File: config.mk
export PLATFORM = sky130hd
export DESIGN_NAME = sys_ctrl_host
export DESIGN_NICKNAME = d
export VERILOG_FILES = /design/src/rtl/sys_ctrl_host.sv
export SDC_FILE = /design/constraint.sdc
export NUM_CORES = 1
export LEC_CHECK = 0
export ABC_AREA = 0
export ABC_CLOCK_PERIOD_IN_PS = 4780
export BUFFER_PORTS_ARGS = -buffer_cell sky130_fd_sc_hd__buf_4
export CAP_MARGIN = 40
export CORE_ASPECT_RATIO = 1.4
export CORE_MARGIN = 3
export CORE_UTILIZATION = 55
export DETAILED_ROUTE_END_ITERATION = 10
export PLACE_DENSITY_LB_ADDON = 0.1
export SLEW_MARGIN = 5
export SYNTH_ARGS = -nofsm -noshare
export SYNTH_HDL_FRONTEND = slang
export SYNTH_SLANG_ARGS = --single-unit
export TNS_END_PERCENT = 10
File: constraint.sdc
create_clock -name clk -period 4.78 [get_ports clk]
set_input_delay 0.956 -clock clk [delete_from_list [all_inputs] [get_ports clk]]
set_output_delay 0.956 -clock clk [all_outputs]
set_load 0.01 [all_outputs]
File: src/rtl/sys_ctrl_host.sv
`default_nettype none
// ============================================================================
// sys_ctrl_host : UART host-side initiator for the system-control protocol.
// Optional macro SYS_HOST_RETRY_EN enables retransmission on timeout. Rev 1.0
// ============================================================================
module sys_ctrl_host #(
  parameter int CLKS_PER_BIT   = 87,
  parameter int TIMEOUT_CYCLES = 1048576,
  parameter int MAX_RETRIES    = 2
) (
  input  logic        clk,
  input  logic        rst,
  input  logic        cmd_valid,
  output logic        cmd_ready,
  input  logic [2:0]  cmd_op,
  input  logic [15:0] cmd_addr,
  input  logic [7:0]  cmd_wdata,
  output logic        rsp_valid,
  output logic [7:0]  rsp_data,
  output logic        rsp_err,
  output logic        rsp_timeout,
  output logic        busy,
  output logic        uart_tx,
  input  logic        uart_rx
);

  localparam int CW = $clog2(CLKS_PER_BIT);
  localparam int TW = $clog2(TIMEOUT_CYCLES + 1);
  localparam logic [CW-1:0] c_BIT_LAST  = CW'(CLKS_PER_BIT - 1);
  localparam logic [CW-1:0] c_HALF_LAST = CW'(CLKS_PER_BIT / 2 - 1);
  localparam logic [TW-1:0] c_TO_LAST   = TW'(TIMEOUT_CYCLES - 1);
  localparam logic [2:0]    c_OP_WRITE  = 3'd2;
  localparam logic [2:0]    c_OP_READ   = 3'd3;

  typedef enum logic [1:0] {S_IDLE, S_SEND, S_WAIT, S_DONE} state_t;
  typedef enum logic [1:0] {R_IDLE, R_START, R_DATA, R_STOP} rx_state_t;

  state_t          r_state;
  logic            r_cmd_ready, r_busy, r_tx;
  logic            r_rsp_valid, r_rsp_err, r_rsp_timeout;
  logic [7:0]      r_rsp_data;
  logic [2:0]      r_op;
  logic [15:0]     r_addr;
  logic [7:0]      r_wdata;
  logic [1:0]      r_byte_idx;
  logic [3:0]      r_bit_idx;
  logic [CW-1:0]   r_tx_cnt;
  logic [TW-1:0]   r_to_cnt;
  logic [7:0]      w_cur_byte;
  logic [1:0]      w_last_idx;

  rx_state_t       r_rx_state;
  logic            r_rx_s1, r_rx_s2, r_rx_s3;
  logic [CW-1:0]   r_rx_cnt;
  logic [2:0]      r_rx_bit;
  logic [7:0]      r_rx_sh, r_rx_byte;
  logic            r_rx_done;

`ifdef SYS_HOST_RETRY_EN
  localparam int RW = $clog2(MAX_RETRIES + 2);
  logic [RW-1:0]   r_retry;
`else
  logic            w_unused_retry_cfg;
  assign w_unused_retry_cfg = (MAX_RETRIES != 0);
`endif

  assign cmd_ready   = r_cmd_ready;
  assign busy        = r_busy;
  assign uart_tx     = r_tx;
  assign rsp_valid   = r_rsp_valid;
  assign rsp_data    = r_rsp_data;
  assign rsp_err     = r_rsp_err;
  assign rsp_timeout = r_rsp_timeout;

  // Byte index 0 is always the opcode; READ stops after the address, WRITE adds data.
  always_comb begin
    w_cur_byte = {5'b0, r_op};
    case (r_byte_idx)
      2'd1:    w_cur_byte = r_addr[15:8];
      2'd2:    w_cur_byte = r_addr[7:0];
      2'd3:    w_cur_byte = r_wdata;
      default: w_cur_byte = {5'b0, r_op};
    endcase
    w_last_idx = 2'd0;
    if (r_op == c_OP_WRITE)     w_last_idx = 2'd3;
    else if (r_op == c_OP_READ) w_last_idx = 2'd2;
  end

  always_ff @(posedge clk or negedge rst) begin
    if (!rst) begin
      r_state       <= S_IDLE;
      r_cmd_ready   <= 1'b1;
      r_busy        <= 1'b0;
      r_tx          <= 1'b1;
      r_rsp_valid   <= 1'b0;
      r_rsp_data    <= '0;
      r_rsp_err     <= 1'b0;
      r_rsp_timeout <= 1'b0;
      r_op          <= '0;
      r_addr        <= '0;
      r_wdata       <= '0;
      r_byte_idx    <= '0;
      r_bit_idx     <= '0;
      r_tx_cnt      <= '0;
      r_to_cnt      <= '0;
`ifdef SYS_HOST_RETRY_EN
      r_retry       <= '0;
`endif
    end else begin
      r_rsp_valid   <= 1'b0;
      r_rsp_data    <= '0;
      r_rsp_err     <= 1'b0;
      r_rsp_timeout <= 1'b0;
      case (r_state)
        S_IDLE: begin
          if (cmd_valid && r_cmd_ready) begin
            r_op        <= cmd_op;
            r_addr      <= cmd_addr;
            r_wdata     <= cmd_wdata;
            r_cmd_ready <= 1'b0;
            r_busy      <= 1'b1;
            r_state     <= S_SEND;
            r_tx        <= 1'b0;
            r_tx_cnt    <= '0;
            r_bit_idx   <= '0;
            r_byte_idx  <= '0;
`ifdef SYS_HOST_RETRY_EN
            r_retry     <= '0;
`endif
          end
        end
        S_SEND: begin
          // bit index: 0 start, 1..8 data LSB first, 9 stop
          if (r_tx_cnt == c_BIT_LAST) begin
            r_tx_cnt <= '0;
            if (r_bit_idx == 4'd9) begin
              if (r_byte_idx == w_last_idx) begin
                r_state  <= S_WAIT;
                r_to_cnt <= '0;
                r_tx     <= 1'b1;
              end else begin
                r_byte_idx <= r_byte_idx + 2'd1;
                r_bit_idx  <= '0;
                r_tx       <= 1'b0;
              end
            end else begin
              r_bit_idx <= r_bit_idx + 4'd1;
              r_tx      <= (r_bit_idx == 4'd8) ? 1'b1 : w_cur_byte[r_bit_idx[2:0]];
            end
          end else begin
            r_tx_cnt <= r_tx_cnt + 1'b1;
          end
        end
        S_WAIT: begin
          // A byte landing on the expiry cycle wins over the timeout.
          if (r_rx_done) begin
            r_state     <= S_DONE;
            r_rsp_valid <= 1'b1;
            r_rsp_data  <= r_rx_byte;
            r_rsp_err   <= (r_op != c_OP_READ) && (r_rx_byte != 8'h00);
          end else if (r_to_cnt == c_TO_LAST) begin
`ifdef SYS_HOST_RETRY_EN
            if (r_retry < RW'(MAX_RETRIES)) begin
              r_retry    <= r_retry + 1'b1;
              r_state    <= S_SEND;
              r_tx       <= 1'b0;
              r_tx_cnt   <= '0;
              r_bit_idx  <= '0;
              r_byte_idx <= '0;
            end else begin
              r_state       <= S_DONE;
              r_rsp_valid   <= 1'b1;
              r_rsp_timeout <= 1'b1;
            end
`else
            r_state       <= S_DONE;
            r_rsp_valid   <= 1'b1;
            r_rsp_timeout <= 1'b1;
`endif
          end else begin
            r_to_cnt <= r_to_cnt + 1'b1;
          end
        end
        S_DONE: begin
          r_state     <= S_IDLE;
          r_cmd_ready <= 1'b1;
          r_busy      <= 1'b0;
        end
        default: r_state <= S_IDLE;
      endcase
    end
  end

  // Receiver: r_rx_s1/s2 synchronize, r_rx_s3 is edge history for start detection.
  always_ff @(posedge clk or negedge rst) begin
    if (!rst) begin
      r_rx_s1    <= 1'b1;
      r_rx_s2    <= 1'b1;
      r_rx_s3    <= 1'b1;
      r_rx_state <= R_IDLE;
      r_rx_cnt   <= '0;
      r_rx_bit   <= '0;
      r_rx_sh    <= '0;
      r_rx_byte  <= '0;
      r_rx_done  <= 1'b0;
    end else begin
      r_rx_s1   <= uart_rx;
      r_rx_s2   <= r_rx_s1;
      r_rx_s3   <= r_rx_s2;
      r_rx_done <= 1'b0;
      case (r_rx_state)
        R_IDLE: begin
          if (r_rx_s3 && !r_rx_s2) begin
            r_rx_state <= R_START;
            r_rx_cnt   <= '0;
          end
        end
        R_START: begin
          if (r_rx_cnt == c_HALF_LAST) begin
            r_rx_cnt   <= '0;
            r_rx_bit   <= '0;
            r_rx_state <= r_rx_s2 ? R_IDLE : R_DATA;
          end else begin
            r_rx_cnt <= r_rx_cnt + 1'b1;
          end
        end
        R_DATA: begin
          if (r_rx_cnt == c_BIT_LAST) begin
            r_rx_cnt <= '0;
            r_rx_sh  <= {r_rx_s2, r_rx_sh[7:1]};
            r_rx_bit <= r_rx_bit + 3'd1;
            if (r_rx_bit == 3'd7) r_rx_state <= R_STOP;
          end else begin
            r_rx_cnt <= r_rx_cnt + 1'b1;
          end
        end
        R_STOP: begin
          if (r_rx_cnt == c_BIT_LAST) begin
            r_rx_cnt   <= '0;
            r_rx_state <= R_IDLE;
            if (r_rx_s2) begin
              r_rx_done <= 1'b1;
              r_rx_byte <= r_rx_sh;
            end
          end else begin
            r_rx_cnt <= r_rx_cnt + 1'b1;
          end
        end
        default: r_rx_state <= R_IDLE;
      endcase
    end
  end

endmodule
`default_nettype wire

# Word-level counts from Yosys, hierarchy flattened
# Cells that the tools add are included.
dict set report classes {
  addsub 6
  n_eq_ne 34
  n_reduce_logical 24
  mux 66
  n_lt_le_gt_ge 1
}
# op n
set op_table {}
lappend op_table {{21-bit 2-to-1 mux} 5}
lappend op_table {{21-bit case mux with 2 select lines} 1}
lappend op_table {{2-bit 2-to-1 mux} 18}
lappend op_table {{7-bit 2-to-1 mux} 5}
lappend op_table {{2-bit != test, second input constant} 12}
lappend op_table {{8-bit case mux with 3 select lines} 1}
lappend op_table {{21-bit by 1-bit adder with 21-bit output, second input constant} 1}
lappend op_table {{21-bit by 20-bit equality test with 1-bit output, second input constant} 1}
lappend op_table {{7-bit case mux with 3 select lines} 1}
lappend op_table {{1-bit 2-to-1 mux} 17}
lappend op_table {{4-bit 2-to-1 mux} 4}
lappend op_table {{8-bit 2-to-1 mux} 2}
lappend op_table {{2-bit case mux with 4 select lines} 2}
lappend op_table {{5-bit AND reduction} 3}
lappend op_table {{7-bit by 1-bit adder with 7-bit output, second input constant} 2}
lappend op_table {{7-bit equality test, second input constant} 2}
lappend op_table {{7-bit case mux with 2 select lines} 1}
lappend op_table {{2-bit equality test, second input constant} 6}
lappend op_table {{3-bit AND reduction} 3}
lappend op_table {{4-bit equality test, second input constant} 2}
lappend op_table {{4-bit case mux with 2 select lines} 1}
lappend op_table {{2-bit AND reduction} 4}
lappend op_table {{2-bit nonzero test} 4}
lappend op_table {{8-bit nonzero test} 1}
lappend op_table {{other kinds (22)} 32}
dict set report word_totals {
  input_bits 31
  regBits 109
  word_cells 155
  output_inout_bits 14
}

# Depth between registers and ports, before layout
# Gate-level depths: netlist of the first run.
dict set report logic_depth {
  depth_word 8
  mapped_depth 9
  depth_no_buf 8
}

# Least setup slack after synthesis of the first run
# OpenSTA, ideal clock, no wires.
dict set report synth_path {
  kind {register -> register}
  startpoint {register r_to_cnt[0]}
  endpoint {register r_to_cnt[7]}
  arrival_time_ns 2.209
  setup_ns 0.078
  synth_period_minus_slack_ns 2.286
  stages_incl_launch_ff 10
  n_path_buf 2
  required_time_ns 4.702
  slack_ns 2.494
  path_cell_list {dfrtp_1 ha_1 and3_4 buf_6 and4bb_4 and3_4 buf_6 or3_4 or4_1 a21oi_1}
}
dict set report synth_via {
  elab_chain_cells 4
  elab_cells_between_ends 7
}
# element line
set synth_lines {}
lappend synth_lines {{from (decl)} 48} ;# logic [TW-1:0] r_to_cnt;
lappend synth_lines {{from (signal assigned)} 181} ;# r_to_cnt <= r_to_cnt + 1'b1;
lappend synth_lines {{21-bit by 1-bit adder with 21-bit output} 181}
lappend synth_lines {{21-bit 2-to-1 mux} 161} ;# end else if (r_to_cnt == c_TO_LAST) begin
lappend synth_lines {{21-bit 2-to-1 mux} 156} ;# if (r_rx_done) begin
lappend synth_lines {{21-bit case mux with 2 select lines} 114} ;# case (r_state)
# Parallel ways exist; a longest one is shown, timed or not. The select of a mux whose other input is x is not followed.
# A chain may end at the register's enable or synchronous reset.

# Worst setup path in the final report of the first run
dict set report layout_path {
  startpoint {register r_rx_cnt[0]}
  endpoint {register r_rx_bit[0]}
}
dict set report layout_via {
  elab_chain_cells 3
  elab_cells_between_ends 5
}
# element line
set layout_lines {}
lappend layout_lines {{from (decl)} 54} ;# logic [CW-1:0] r_rx_cnt;
lappend layout_lines {{from (signal assigned)} 224} ;# r_rx_cnt <= r_rx_cnt + 1'b1;
lappend layout_lines {{from (signal assigned)} 234} ;# r_rx_cnt <= r_rx_cnt + 1'b1;
lappend layout_lines {{from (signal assigned)} 246} ;# r_rx_cnt <= r_rx_cnt + 1'b1;
lappend layout_lines {{7-bit equality test / 7-bit by 6-bit equality test with 1-bit output (equally long branches)} {228, 219}}
lappend layout_lines {{2-bit != test (no source line)} -}
lappend layout_lines {{3-bit AND reduction (no source line) (*)} -}
lappend layout_lines {{to (signal assigned)} 231} ;# r_rx_bit <= r_rx_bit + 3'd1;
lappend layout_lines {{to (decl)} 55} ;# logic [2:0] r_rx_bit;
# Every way passes the cells marked *; elsewhere a longest branch is shown, timed or not.

==> summary.txt, run 1 <==
Outcome
  • Status: finished, final reports clean

STA
  • Final Skew: 0.00885 ns
  • # setup viols final: 0
  • Setup TNS: 0 ns
  • Worst-margin pin slew: 0.778 ns
  • Final Max Tran Viols: 0
  • Slew HR: 47.9%
  • Part of the cycle the worst path needs: 57.1%
  • Endpoints failing hold: 0
  • Minimum clock period: 2.73 ns
  • F_max: 366 MHz
  • Setup ws final: 2.05 ns
  • RSZ-0062 raised after global routing: false

Logic synthesis
  • Fraction of registers with async set/reset: 100%
  • Yosys Warn Count: 0
  • Syn nets: 537
  • Seq/Total Area, Yosys: 51.4%
  • Dominant cell type by area after synthesis: dfrtp_1
  • Post-Syn Area per Cell: 10.9 um^2
  • Most numerous cell in the Yosys netlist: dfrtp_1
  • Cell Area, Synth: 5320 um^2
  • Synth cell types: 62
  • Post-synth top area share: 48.9%
  • Post-synthesis cell count: 490
  • Most frequent cells after synthesis: dfrtp_1, mux2_2, nand2_1
  • Post-synth EDFFs: 0
  • Ys flop type: dfrtp_1
  • #FFs+latches synth: 109
  • Synth top area cells: dfrtp_1, mux2_2, ha_1, o21ai_0, nand2_1

Detailed routing
  • Top Layer Used: met4
  • Routed WL per cell: 16.4 um
  • Met3 WL post-DR: 369 um
  • DRC viols: 0
  • Vias post-DR: 3867
  • Metal-1 WL: 4570 um
  • Final ANT Viol Nets: 0
  • DRT iter0 DRCs: 223
  • Post-DR vias/cell: 6.05
  • Drt pass-1 iters: 4
  • Routed WL: 10500 um
  • Met2 WL: 5400 um

Global routing
  • Tot GR Track Use: 21.1%
  • First-pass GRT wire length: 18200 um
  • Global route total overflow: 0
  • Vias in the first global route: 3940
  • Initial antenna violation count: 0
  • Largest net degree at the start of global routing: 50

Layout
  • Area delta synth->final: 13.6%
  • Fill cells: 739
  • Final antenna diode count: 0
  • Share of layout cells above drive strength 1: 23.7%
  • Net count, final: 574

CTS
  • Post-CTS Resized: 0
  • Post-CTS Hold Buffers: 0
  • CTS root buf: clkbuf_16
  • Clock Sink Count: 109
  • TritonCTS clock tree: done
  • H-tree depth: 3
  • Worst-case clock buffer depth: 2
  • Setup Buffers After CTS: 0
  • Reg clk slew, reported paths: 0.07 ns
  • CTS Buf Count: 9
  • Clock Latency Late Sink: 0.35 ns

Floorplanning
  • Core area: 9230 um^2
  • Num ports: 45
  • Rows: 41
  • Die Width: 89.2 um
  • Vert. Die Dim: 122 um
  • Die Area: 10900 um^2
  • Starting density of the core: 57.7%

Worst setup path
  • CP Class: reg -> reg
  • Setup slack, reg-to-reg: 2.05 ns
  • Critical path fanouts, max: 11
  • Crit path capture: r_rx_bit[0]
  • Crit path from: r_rx_cnt[0]
  • Crit. End Element: flop
  • WP data arrival: 2.97 ns
  • Worst setup SP type: flop
  • Cells on worst reg2reg path: 8
  • Worst R2R End: r_rx_bit[0]
  • Critical Path RT: 5.02 ns
  • R2r startpoint: r_rx_cnt[0]

Power and ir drop
  • Leakage: 2.83 nW
  • Pwr per Cell Area: 305 nW/um^2
  • Peak VDD IR: 0.325 mV

Placed design
  • Pre-CTS setup slack: 2.07 ns
  • Final HPWL DP: 7490 um
  • Port bufs: 44
  • Gp weighted congestion: 0.815

Worst hold path
  • Min-delay src: r_rx_s1
  • HP Class: reg -> reg

Flow run
  • Max-cap viol count: 0
-- area by class of cell --
class	count	area [um^2]	share of cell area, %
clock buffers	11	243	4.01
clock inverters	5	60.1	0.993
inverters	13	48.8	0.807
multi-input cells	345	2440	40.3
flip-flops and latches	109	2730	45.2
well taps	107	134	2.21
repair buffers	49	388	6.42
-- kinds of logic after synthesis --
kind of cell | Yosys count | synth area share (%)
AO/OA/AOI/OAI | 115 | 13.6
XOR/XNOR | 2 | 0.329
adder cells (fa/ha/maj) | 16 | 3.76
buffers and inverters | 36 | 2.84
flip-flops | 109 | 51.4
multiplexers | 52 | 10.9
AND/OR/NAND/NOR | 160 | 17.2
-- critical path: stages, from the launching register on --
cell,delay (ns)
dfrtp_1,0.40
inv_1,0.10
ha_1,0.17
nand4b_1,0.10
nor3b_1,0.60
nand2_1,0.15
nor2_1,0.62
a31oi_1,0.17
mux2_2,0.31
-- cells in the final DEF (no fill, tap or decap), types with 3 or more instances in the layout --
cell / synthesis / final
dfrtp_1: 104 / 104
buf_4: 0 / 48
mux2_2: 47 / 47
nand2_1: 39 / 39
o21ai_0: 38 / 38
a21oi_1: 26 / 26
nand3_1: 17 / 17
and3_1: 16 / 16
ha_1: 16 / 16
o31ai_1: 13 / 13
nand2b_1: 13 / 13
inv_1: 12 / 12
nand4_1: 12 / 12
nor2_1: 12 / 12
or3_1: 10 / 10
clkbuf_16: 0 / 9
nor3_1: 7 / 7
nor2b_1: 7 / 7
a22oi_1: 7 / 7
mux2i_1: 5 / 5
dfstp_2: 5 / 5
a31oi_1: 4 / 4
nor4_1: 3 / 3
and2_1: 3 / 3
-- power by group --
part	leakage, nW	switching (W)	internal, W	total [W]
Sequential	1.45	0.0000289	0.000947	0.000976
Clock	0.146	0.000331	0.000423	0.000754
Combinational	1.23	0.0000625	0.0000546	0.000117
-- worst min path at each step --
| stage | end | slack (ns) | depth (start not counted) |
|---|---|---|---|
| global route | r_rx_s2 | 0.36 | 0 |
| global placement | r_rx_s2 | 0.35 | 0 |
| finish | r_rx_s2 | 0.36 | 0 |
| floorplan | r_rx_s2 | 0.35 | 0 |
| CTS | r_rx_s2 | 0.36 | 0 |
| detailed placement | r_rx_s2 | 0.35 | 0 |
-- flip-flops by register name, summed over array words and instances, names as in the netlist, 3 cells and up, named ones only --
| name | count |
|---|---|
| r_addr | 16 |
| r_bit_idx | 4 |
| r_op | 3 |
| r_rx_bit | 3 |
| r_rx_byte | 8 |
| r_rx_cnt | 7 |
| r_rx_sh | 8 |
| r_to_cnt | 21 |
| r_tx_cnt | 7 |
| r_wdata | 8 |
| rsp_data | 8 |
-- metal layers --
metal | track usage (%) | vias to the layer above
met3 | 3.83 | 11
li1 | - | 1886
met1 | 27.3 | 1911
met4 | 5.96 | 0
met2 | 35.9 | 59
met5 | 0 | -
-- metrics by stage --
step	instances	util [%]	hold WS (ns)	power [W]	instance area, um^2
floorplan	490	-	0.345	0.00105	5320
global placement	622	61.9	0.347	0.00110	5720
detailed placement	623	62.2	0.350	0.00111	5740
CTS	639	65.5	0.360	0.00187	6050
global route	639	65.5	0.364	0.00192	6050
finish	639	65.5	0.358	0.00185	6050
Note: power is estimated with default switching activity, not from simulation.
==> run 2, diff against run 1 <==
--- a/config.mk
+++ b/config.mk
@@ -6,12 +6,12 @@
 export NUM_CORES = 1
 export LEC_CHECK = 0
 export ABC_AREA = 0
-export ABC_CLOCK_PERIOD_IN_PS = 4780
+export ABC_CLOCK_PERIOD_IN_PS = 2200
 export BUFFER_PORTS_ARGS = -buffer_cell sky130_fd_sc_hd__buf_4
 export CAP_MARGIN = 40
 export CORE_ASPECT_RATIO = 1.4
 export CORE_MARGIN = 3
-export CORE_UTILIZATION = 55
+export CORE_UTILIZATION = 54
 export DETAILED_ROUTE_END_ITERATION = 10
 export PLACE_DENSITY_LB_ADDON = 0.1
 export SLEW_MARGIN = 5
==> constraint.sdc (replaced) <==
create_clock -name clk -period 2.2 [get_ports clk]
set_input_delay 0.44 -clock clk [delete_from_list [all_inputs] [get_ports clk]]
set_output_delay 0.44 -clock clk [all_outputs]
set_load 0.01 [all_outputs]
==> run 2 against run 1 <==
Final area increased by 4.7%. Sequential power up 120%. Largest power group unchanged. Sequential cell count unchanged. Fmax up 28%. Count of clock-buffer cells in the layout is the same. Worst hold slack got worse by 0.34 ns. Sequential share of layout area is 2.0 points lower. Highest routed layer unchanged. Non-clock buffer count is 31 higher. Largest cell class unchanged.
==> summary.txt, run 2 (synthesis gave the netlist of run 1 again) <==
Power and ir drop
  • Internal power: 0.00300 W (was 0.00142 W)
  • Pwr per Cell Area: 623 nW/um^2 (was 305 nW/um^2)
  • Total power: 0.00394 W (was 0.00185 W)
  • Clock power share: 39.7% (was 40.8%)
  • Switching share of power: 24.0% (was 22.9%)
  • Leakage: 2.99 nW (was 2.83 nW)
  • Sw power: 0.000946 W (was 0.000422 W)
  • Gate power share: 6.5% (was 6.3%)
  • Sequential power share: 53.7% (was 52.8%)
  • Peak VDD IR: 0.446 mV (was 0.325 mV)

Placed design
  • Pre-CTS setup slack: 0.0243 ns (was 2.07 ns)
  • Gp weighted congestion: 0.897 (was 0.815)
  • Port bufs: 44 (unchanged)
  • Final HPWL DP: 7810 um (was 7490 um)
  • DP Cell Count: 676 (was 623)
  • Area post-placement: 5990 um^2 (was 5740 um^2)

Layout
  • Finished Cell Area: 6330 um^2 (was 6050 um^2)
  • Area delta synth->final: 18.9% (was 13.6%)
  • Most frequent cells in the layout: dfrtp_1, buf_4, mux2_2 (unchanged)
  • Register Area: 2730 um^2 (unchanged)
  • Commonest non-fill, non-tap cell in the layout: dfrtp_1 (unchanged)
  • Largest register FFs: 21 (unchanged)
  • Area of the multi-input gates: 2470 um^2 (was 2440 um^2)
  • Final Non-Filler Cells: 696 (was 639)
  • Most flop-heavy register: r_to_cnt (unchanged)
  • Share of layout cells above drive strength 1: 29.4% (was 23.7%)
  • Final antenna diode count: 0 (unchanged)
  • Fill cells: 788 (was 739)
  • Largest regs: r_to_cnt x21, r_addr x16 (unchanged)
  • Net count, final: 606 (was 574)

Flow run
  • Max-cap viol count: 0 (unchanged)

CTS
  • TritonCTS clock tree: done (unchanged)
  • Worst-case clock buffer depth: 2 (unchanged)
  • CTS Buf Count: 9 (unchanged)
  • Post-CTS Hold Buffers: 0 (unchanged)
  • Reg clk slew, reported paths: 0.07 ns (about the same)
  • Clock Sink Count: 109 (unchanged)
  • CTS root buf: clkbuf_16 (unchanged)
  • Clock Latency Late Sink: 0.35 ns (about the same)
  • H-tree depth: 3 (unchanged)

Detailed routing
  • DRT iter0 DRCs: 210 (was 223)
  • Drt pass-1 iters: 4 (unchanged)
  • Vias post-DR: 4002 (was 3867)
  • Routed WL per cell: 15.5 um (was 16.4 um)
  • Post-DR vias/cell: 5.75 (was 6.05)
  • DRC viols: 0 (unchanged)
  • Final ANT Viol Nets: 0 (unchanged)
  • Routed WL: 10800 um (was 10500 um)

Worst setup path
  • Critical Path RT: 2.48 ns (was 5.02 ns)
  • WP data arrival: 2.42 ns (was 2.97 ns)
  • R2r startpoint: r_to_cnt[0] (was r_rx_cnt[0])
  • Crit path from: r_to_cnt[0] (was r_rx_cnt[0])
  • CP Class: reg -> reg (unchanged)
  • Setup slack, reg-to-reg: 0.07 ns (was 2.05 ns)
  • Critical path fanouts, max: 6 (was 11)
  • Worst R2R End: r_to_cnt[7] (was r_rx_bit[0])
  • Crit path capture: r_to_cnt[7] (was r_rx_bit[0])
  • Cells on worst reg2reg path: 7 (was 8)
  • Crit. End Element: flop (unchanged)
  • Worst setup SP type: flop (unchanged)

STA
  • RSZ-0062 raised after global routing: true (was false)
  • F_max: 469 MHz (was 366 MHz)
  • Part of the cycle the worst path needs: 97.0% (was 57.1%)
  • Slew HR: 72.5% (was 47.9%)
  • Minimum clock period: 2.13 ns (was 2.73 ns)
  • Setup ws final: 0.0656 ns (was 2.05 ns)
  • Endpoints failing hold: 0 (unchanged)
  • Final Skew: 0.00463 ns (was 0.00885 ns)
  • Worst-margin pin slew: 0.409 ns (was 0.778 ns)
  • # setup viols final: 0 (unchanged)
  • Final Max Tran Viols: 0 (unchanged)

Global routing
  • Met3 usage: 2.56% (was 3.83%)
  • Tot GR Track Use: 20.2% (was 21.1%)
  • Global route total overflow: 0 (unchanged)
  • Top Usage Layer GRT: met2 (unchanged)
  • Met1 Use GR: 24.9% (was 27.3%)
  • M2 GR Usage: 36.1% (was 35.9%)
  • Vias in the first global route: 3905 (was 3940)
  • First-pass GRT wire length: 18100 um (was 18200 um)
  • Initial antenna violation count: 0 (unchanged)
  • Largest net degree at the start of global routing: 36 (was 50)

Floorplanning
  • Num ports: 45 (unchanged)
  • Rows: 42 (was 41)
  • Vert. Die Dim: 123 um (was 122 um)
  • Die Width: 89.9 um (was 89.2 um)
  • Core area: 9510 um^2 (was 9230 um^2)
  • Starting density of the core: 56.0% (was 57.7%)
  • Die Area: 11100 um^2 (was 10900 um^2)

Worst hold path
  • HP Class: in -> async (was reg -> reg)

Outcome
  • Status: finished, final reports clean (unchanged)
## run 2: cell types whose count changed in the layout (fill, tap and decap cells not counted), sizes merged
cell and change:
inv +3, buf +31, bufinv -1, nor2 +1, clkinvlp -1, clkinv -1
## run 2: layout make-up
type / instances / area share (%)
Clock buffer: 11 / 3.83
Clock inverter: 5 / 0.672
Inverter: 13 / 0.771
Multi-Input combinational cell: 346 / 39.0
Sequential cell: 109 / 43.2
Tap cell: 132 / 2.61
Timing Repair Buffer: 80 / 9.88
## run 2: per-stage QoR
stage	utilization, %	hold slack, ns	TNS, ns
CTS	66.0	0.0224	0
global route	66.5	0.0406	-0.112
floorplan	-	0.144	-0.0360
detailed placement	63.0	0.349	0
finish	66.5	0.0150	0
global placement	63.0	0.348	0
## run 2: worst min-delay path by stage
stage | to | slack, ns | cells past startpoint
floorplan | asynchronous set/reset pin | 0.14 | 0
global placement | r_rx_s2 | 0.35 | 0
detailed placement | r_rx_s2 | 0.35 | 0
CTS | r_to_cnt[9] | 0.02 | 1
global route | r_to_cnt[9] | 0.04 | 1
finish | r_to_cnt[9] | 0.01 | 1
## run 2: worst max-delay path: stages (launching register included)
cell      delay, ns
dfrtp_1        0.40
ha_2           0.18
and3_4         0.16
and4bb_4       0.20
and3_4         0.17
or3_4          0.39
or4_4          0.42
a21oi_2        0.14
## run 2: repair_timing
action | 4_1_cts | 5_1_grt
buffers inserted | 0 | 3
gates resized for setup | 0 | 9
endpoints found under the setup margin | 0 | 33
## run 2: power groups by stage
stage | sequential (W) | clock [W] | combinational, W
finish | 0.00212 | 0.00157 | 0.000258
CTS | 0.00212 | 0.00161 | 0.000265
global placement | 0.00215 | 0 | 0.000252
detailed placement | 0.00216 | 0 | 0.000261
global route | 0.00212 | 0.00168 | 0.000301
floorplan | 0.00213 | 0 | 0.000148
## run 2: routing by layer
metal	part of all wire, %	vias to the layer above
li1	-	1946
met1	43	1983
met2	52	57
met3	2.9	16
met4	1.7	0
met5	0	-
